==> src/rtl/adf_cfg_seq.sv <==
// Serial configuration sequencer: shadow register file streamed MSB first over sclk/sdata/le.
// Pending registers are sent highest index first; each word is latched by an le pulse held for LE_HIGH sclk periods.
module adf_cfg_seq #(
    parameter int NUM_REGS = 10,
    parameter int REG_W    = 32,
    parameter int CLK_DIV  = 1,
    parameter int LE_HIGH  = 2,
    parameter int EN_REG   = 0,
    parameter int EN_BIT   = 31,
    parameter logic [NUM_REGS*REG_W-1:0] INIT = '0,
    localparam int AW = (NUM_REGS > 1) ? $clog2(NUM_REGS) : 1
) (
    input  logic             clk,
    input  logic             rst_n,
    input  logic             cfg_we,
    input  logic [AW-1:0]    cfg_addr,
    input  logic [REG_W-1:0] cfg_wdata,
    input  logic             cfg_send,
    input  logic             start,
    input  logic             enable,
    output logic             busy,
    output logic             config_done,
    output logic             sclk,
    output logic             sdata,
    output logic             le,
    output logic             ce
);

    localparam int HOLD_N = 2 * CLK_DIV * LE_HIGH;
    localparam int DW     = (CLK_DIV > 1) ? $clog2(CLK_DIV + 1) : 1;
    localparam int HW     = (HOLD_N > 1) ? $clog2(HOLD_N + 1) : 1;
    localparam int BW     = $clog2(REG_W + 1);

    typedef enum logic [1:0] {IDLE, LOAD, SHIFT, HOLD} state_t;

    state_t             state;
    logic [REG_W-1:0]   shadow [NUM_REGS];
    logic [NUM_REGS-1:0] mask, mask_set, mask_n;
    logic [AW-1:0]      sel, cur;
    logic               configured, seq_active, en_sent;
    logic [REG_W-1:0]   shreg, load_word;
    logic [DW-1:0]      div_cnt;
    logic [BW-1:0]      rise_cnt;
    logic [HW-1:0]      hold_cnt;
    logic               addr_ok, div_tick, hold_done, en_chg, conf_n, idle_n;

    assign addr_ok   = int'(cfg_addr) < NUM_REGS;
    assign div_tick  = div_cnt == DW'(CLK_DIV - 1);
    assign hold_done = hold_cnt == HW'(HOLD_N - 1);
    // The enable word's own LOAD cycle is excluded so the sample it takes does not re-queue it.
    assign en_chg    = configured && (enable != en_sent) && !(state == LOAD && int'(cur) == EN_REG);

    always_comb begin
        sel = '0;
        for (int i = 0; i < NUM_REGS; i++) begin
            if (mask[i]) sel = AW'(i);
        end
    end

    always_comb begin
        mask_set = '0;
        if (ce) begin
            if (start) mask_set = '1;
            if (cfg_we && cfg_send && addr_ok && configured) mask_set[cfg_addr] = 1'b1;
            if (en_chg) mask_set[EN_REG] = 1'b1;
        end
        mask_n = mask | mask_set;
        if (state == IDLE && mask != '0) mask_n[sel] = 1'b0;
    end

    always_comb begin
        load_word = shadow[cur];
        if (int'(cur) == EN_REG) load_word[EN_BIT] = enable;
    end

    assign idle_n = (state == IDLE && mask == '0) || (state == HOLD && hold_done);
    assign conf_n = configured ||
                    (state == HOLD && hold_done && seq_active && cur == '0 && mask_n == '0);

    always_ff @(posedge clk or negedge rst_n) begin
        if (!rst_n) begin
            for (int i = 0; i < NUM_REGS; i++) shadow[i] <= INIT[i*REG_W +: REG_W];
        end else if (cfg_we && addr_ok) begin
            shadow[cfg_addr] <= cfg_wdata;
        end
    end

    always_ff @(posedge clk or negedge rst_n) begin
        if (!rst_n) begin
            state       <= IDLE;
            mask        <= '0;
            cur         <= '0;
            configured  <= 1'b0;
            seq_active  <= 1'b0;
            en_sent     <= 1'b0;
            shreg       <= '0;
            div_cnt     <= '0;
            rise_cnt    <= '0;
            hold_cnt    <= '0;
            sclk        <= 1'b0;
            sdata       <= 1'b0;
            le          <= 1'b1;
            ce          <= 1'b0;
            busy        <= 1'b0;
            config_done <= 1'b0;
        end else begin
            ce          <= 1'b1;
            mask        <= mask_n;
            configured  <= conf_n;
            config_done <= conf_n && (mask_n == '0) && idle_n;
            if (ce && start)
                seq_active <= 1'b1;
            else if (conf_n && !configured)
                seq_active <= 1'b0;

            case (state)
                IDLE: begin
                    if (mask != '0) begin
                        cur   <= sel;
                        busy  <= 1'b1;
                        state <= LOAD;
                    end
                end
                LOAD: begin
                    shreg    <= load_word;
                    sdata    <= load_word[REG_W-1];
                    sclk     <= 1'b0;
                    le       <= 1'b0;
                    div_cnt  <= '0;
                    rise_cnt <= '0;
                    if (int'(cur) == EN_REG) en_sent <= enable;
                    state    <= SHIFT;
                end
                SHIFT: begin
                    if (div_tick) begin
                        div_cnt <= '0;
                        if (!sclk) begin
                            sclk     <= 1'b1;
                            rise_cnt <= rise_cnt + 1'b1;
                        end else begin
                            sclk <= 1'b0;
                            if (rise_cnt == BW'(REG_W)) begin
                                le       <= 1'b1;
                                hold_cnt <= '0;
                                state    <= HOLD;
                            end else begin
                                sdata <= shreg[REG_W-2];
                                shreg <= {shreg[REG_W-2:0], 1'b0};
                            end
                        end
                    end else begin
                        div_cnt <= div_cnt + 1'b1;
                    end
                end
                HOLD: begin
                    if (hold_done) begin
                        le    <= 1'b0;
                        busy  <= 1'b0;
                        state <= IDLE;
                    end else begin
                        hold_cnt <= hold_cnt + 1'b1;
                    end
                end
                default: state <= IDLE;
            endcase
        end
    end

endmodule
==> config.mk <==
export PLATFORM = sky130hd
export DESIGN_NAME = adf_cfg_seq
export DESIGN_NICKNAME = d
export VERILOG_FILES = /design/src/rtl/adf_cfg_seq.sv
export SDC_FILE = /design/constraint.sdc
export NUM_CORES = 1
export LEC_CHECK = 0
export ABC_AREA = 1
export ABC_CLOCK_PERIOD_IN_PS = 3700
export CORE_MARGIN = 3
export CORE_UTILIZATION = 43
export CTS_CLUSTER_DIAMETER = 120
export DETAILED_ROUTE_END_ITERATION = 8
export RECOVER_POWER = 50
export SYNTH_ARGS = -nofsm -noshare
export SYNTH_HDL_FRONTEND = slang
export SYNTH_SLANG_ARGS = --single-unit
==> constraint.sdc <==
create_clock -name clk -period 3.7 [get_ports clk]
set_input_delay 0.555 -clock clk [delete_from_list [all_inputs] [get_ports clk]]
set_output_delay 0.555 -clock clk [all_outputs]
set_load 0.02 [all_outputs]
## Word level (Yosys, flattened, before mapping)

Cells that the tools add are included.

- Add/sub/neg operators: 3
- $lt $le $gt $ge: 8
- Equality and inequality tests: 14
- Mux-type cells: 62
- Bitwise gates (word level): 6
- Reduce and logical (&&, ||, !) cells: 44

Operators by type and width:

| kind | number |
|---|---|
| $bwmux 320 | 1 |
| $bmux 32 s4 | 1 |
| $demux 32 s4 | 1 |
| $mux 32 | 3 |
| $mux 31 | 3 |
| $pmux 31 s2 | 1 |
| $mux 10 | 5 |
| $mux 4 | 7 |
| $logic_and 1x1->1 | 20 |
| $logic_not 10->1 | 2 |
| $or 10x10->10 | 2 |
| $mux 1 | 18 |
| $reduce_and 5->1 | 3 |
| $ne 2x2->1 const B | 7 |
| $mux 2 | 6 |
| $mux 3 | 4 |
| $mux 6 | 2 |
| $pmux 6 s2 | 1 |
| $and 10x10->10 | 1 |
| $ge 5x5->1 const B | 2 |
| $lt 4x5->1 const B | 2 |
| $not 10->10 | 1 |
| $not 4->5 | 2 |
| $reduce_bool 10->1 | 1 |
| 26 further kinds | 41 |

- Register bits: 386
- Output and inout port bits: 6
- Logic and storage cells: 163

## Logic depth before layout (Yosys ltp)

- Depth in word-level cells: 22
- Depth in mapped cells: 16
- Depth with buffers taken out: 16

## Worst setup path after synthesis

OpenSTA, ideal clock, no wires.

- Path kind: reg-to-reg
- From: reg state[0]
- To: reg shreg[28]
- Library setup time: 123 ps
- Arrival time: 1680 ps
- Required time: 3577 ps
- Path slack: 1897 ps
- Cell stages (with the launch flop): 12
- Buffers on the path: 2
- Cells stage by stage: dfrtp_1 > inv_1 > ha_1 > buf_2 > inv_2 > nor2_1 > nor2_1 > o21ai_2 > buf_2 > a31oi_1 > o21ai_0 > nand2_1

- Longest elaborated chain between the ends: 3
- Elaborated cells on any way between the ends: 8

Ends and longest elaborated chain:

| what | line | source |
|---|---|---|
| start, declared | 36 | `state_t state;` |
| start signal, assigned | 90 | `state <= IDLE;` |
| start signal, assigned | 121 | `state <= LOAD;` |
| start signal, assigned | 132 | `state <= SHIFT;` |
| $eq 2x2->1 / $eq 2x1->1 (equally long branches) | 116 | `case (state)` |
| $ne 2x2->1 (no line) / $reduce_bool 2->1 (equally long branches) | - |  |
| $reduce_and 4->1 (no line) | - |  |
| end signal, assigned | 125 | `shreg <= load_word;` |
| end signal, assigned | 148 | `shreg <= {shreg[REG_W-2:0], 1'b0};` |
| end, declared | 41 | `logic [REG_W-1:0] shreg, load_word;` |

Parallel ways exist; a longest one is shown, timed or not.
A chain may end at the register's enable or synchronous reset.

==> results.toml <==
[sta]
setup_tns_ns = 0
clock_skew_ns = 0.01186
hold_viol = 0
post-route-min-period_ns = 2.665
whs_ns = 0.4705
tightest_slew_ns = 2.515
slew_violations = 90
finalSetupViolations = 0
max_freq_mhz = 375.3
rsz0062_at_grt = "no"
relSlewSlack_pct = -67.69
finalCritPeriodShare_pct = 72.02

[placed_design]
dp.cells = 2564
port_buffers = 47
hpwlAfterDp_um = 27110
gp_congestion = 0.8765
placed_cell_area_mm2 = 0.01824

[finish]
num-fill-cells = 3804
layout-drive-gt1-share_pct = 6.371
regArea_mm2 = 0.009615
insertedDiodeCount = 0
multi_input_area_mm2 = 0.006774
layout.cells.non_filler = 2637
nNetsFinal = 2140
syn_to_final_growth_pct = 13.37
final_area_mm2 = 0.01955
final_util_pct = 50.00

[critical_path]
path_class = "primary input to asynchronous set/reset pin"
r2r_slack_ns = 1.28
worst-path-buf-inv = 2
cp-end-kind = "asynchronous set/reset pin"
reg2regPathDepth = 9
crit_required_ns = 4.28
r2r-end = "shreg[10]"
critPathMaxStageDelay_ns = 1.70
cp.arrival_ns = 3.25
reg2reg_from = "cur[1]"
crit_fanout = 92
cp_top_family = "buffers and inverters"
critical_path.most_common_cell = "clkbuf_2"
cp_cell_sequence = "clkbuf_2, clkbuf_2"
start_kind = "primary input"
slowest_stage = "clkbuf_2"

[worst_hold_path]
hold_class = "register to register"
min_to = "shreg[12]"
min-delay-start = "shreg[12]"
hold_depth = 2

[clock_network]
cts_root_buffer = "clkbuf_16"
clock-sinks = 384
ctsHoldBuffers = 0
cts_setup_buffers = 0
htree_levels = 2
clockBufferDepth = 3
cts.repair.resized = 0
clk_latency_ns = 0.54
numCtsBuffers = 42
clkTransAtPathRegs_ns = 0.06
cts_tree = "built"

[route]
dr_total_vias = 14378
final_antenna_net_count = 0
routed_wirelength_um = 47990
drtPass1Iterations = 5
drt_iter0_drc = 1088
wire_per_inst_um = 18.20
routed_via_density = 5.452
drc = 0

[floorplan]
fp.dieH_um = 206.2
initial_utilization_pct = 44.10
num_rows = 72
dieArea_mm2 = 0.04253
coreArea_mm2 = 0.03910
die_w_um = 206.2
io_pins = 48

[pwr]
p_per_area_mw_per_mm2 = 767.4
ir_worst_vdd_mv = 0.5283
p_leak_nw = 9.117

[synthesis]
netlist_top_cells_area = "dfrtp_1 56%, o21ai_0 14%, nand2_1 13%, nor2_1 3.4%, clkbuf_1 2.4%"
syn_area_mm2 = 0.01724
syn_nets = 2148
yosys.area.top_type = "dfrtp_1"
synth.avg_cell_area_um2 = 8.218
synth_flop_cell = "dfrtp_1"
synth_edf_count = 0
synth_cell_type_count = 40
synthDominantCellAreaShare_pct = 55.59
syn_inst = 2098
ys_seq_area_share_pct = 55.74
postSynth.asyncResetShare_pct = 100.0
synth-warning-count = 0
ys_ff_latch = 384

[global_route]
grt_pass1_wl_um = 78830
grt-ovfl-total = 0
grt_start_max_net_pins = 129
grt_antenna_before_repair = 1
track_usage_pct = 23.30
grt_pass1_vias = 14252

[job]
maxCapViolCount = 1

[run_status]
status = "complete, but fails checks"
violations = "capacitance limit, slew limit"
[sequential cells by signal, indices dropped and copies added, names as in the netlist]
signal,count
busy,1
ce,1
config_done,1
configured,1
cur,4
en_sent,1
hold_cnt,3
le,1
mask,10
rise_cnt,6
sclk,1
sdata,1
seq_active,1
shadow,319
shreg,31
state,2
[layout make-up]
class                      count  area share, %
timing repair buffer          83          4.173
clock inverter                11         0.4289
clock buffer                  62          6.382
inverter                      96          1.856
sequential                   384          49.19
tap                          518          3.316
multi-input combinational   1483          34.65
[metrics by stage]
stage	setup WS [ns]	power [mW]
after floorplan	1.897	9.275
after detailed placement	0.7441	10.97
final	1.035	15.00
after CTS	1.303	15.09
after global routing	0.6083	16.12
after global placement	0.8101	10.86
[report_power, final]
group | internal, mW | switching, mW
Combinational | 1.68 | 3.40
Clock | 2.39 | 1.68
Sequential | 5.22 | 0.627
Total | 9.30 | 5.71
[logic make-up (layout without fill, tap and decap cells)]
kind of cell    count (synthesis)  in the layout  share of synthesized area [%]
flops                         384            384                          55.74
fa+ha+maj                       8              8                         0.5806
compound gates                646            646                          19.72
other cells                     1              1                        0.02175
mux                             2              2                         0.1234
xor+xnor                        2              2                         0.1016
simple gates                  824            824                          18.54
buf+inv                       231            252                          5.174
[layer usage]
| layer | track usage [%] | share of wire (%) |
|---|---|---|
| met5 | 0 | 0 |
| met4 | 5.842 | 2.1 |
| met3 | 2.599 | 5.1 |
| met2 | 38.75 | 46 |
| met1 | 32.86 | 46 |
[Yosys cell counts (2+ instances only)]
| library cell | n |
|---|---|
| nand3_1 | 20 |
| nand2_1 | 618 |
| nand2_2 | 4 |
| clkbuf_1 | 108 |
| o211ai_1 | 4 |
| o22ai_1 | 62 |
| o21ai_2 | 3 |
| nor2_2 | 5 |
| o31ai_1 | 2 |
| buf_1 | 7 |
| ha_1 | 8 |
| o21ai_1 | 14 |
| buf_2 | 20 |
| inv_1 | 86 |
| inv_2 | 7 |
| nor3_1 | 7 |
| clkinv_1 | 3 |
| a21oi_1 | 47 |
| nand4_1 | 7 |
| nor2_1 | 157 |
| a31oi_1 | 26 |
| dfrtp_1 | 383 |
| nor3b_1 | 2 |
| o21ai_0 | 482 |
[worst max-delay path by stage]
stage / slack [ns] / start / cells past startpoint / to
floorplan: 1.90 / state[0] / 11 / shreg[28]
global placement: 0.81 / cfg_addr[1] / 15 / config_done
detailed placement: 0.74 / cfg_addr[3] / 8 / shadow[238]
CTS: 1.30 / cur[1] / 9 / shreg[25]
global route: 0.61 / rst_n / 2 / shadow[244]
finish: 1.04 / rst_n / 2 / shadow[221]
[cell usage in the layout (no fill, tap or decap), drive strengths merged]
cell type        n
a32oi            1
clkinv          10
bufinv           1
o31ai            2
nor3             7
o211ai           4
o32ai            1
mux2i            1
and3             1
buf             33
nand2          623
nor2           163
inv             96
a221oi           1
xnor2            1
a21oi           48
ha               8
nand4            7
o22ai           62
clkdlybuf4s50   46
o21ai          499
nor3b            2
dfrtp          383
dfstp            1
o21a             1
xor2             1
conb             1
mux2             1
clkbuf          66
and2             1
nand3           20
a31oi           26
a32o             1
Power figures use the tool's default switching activity.
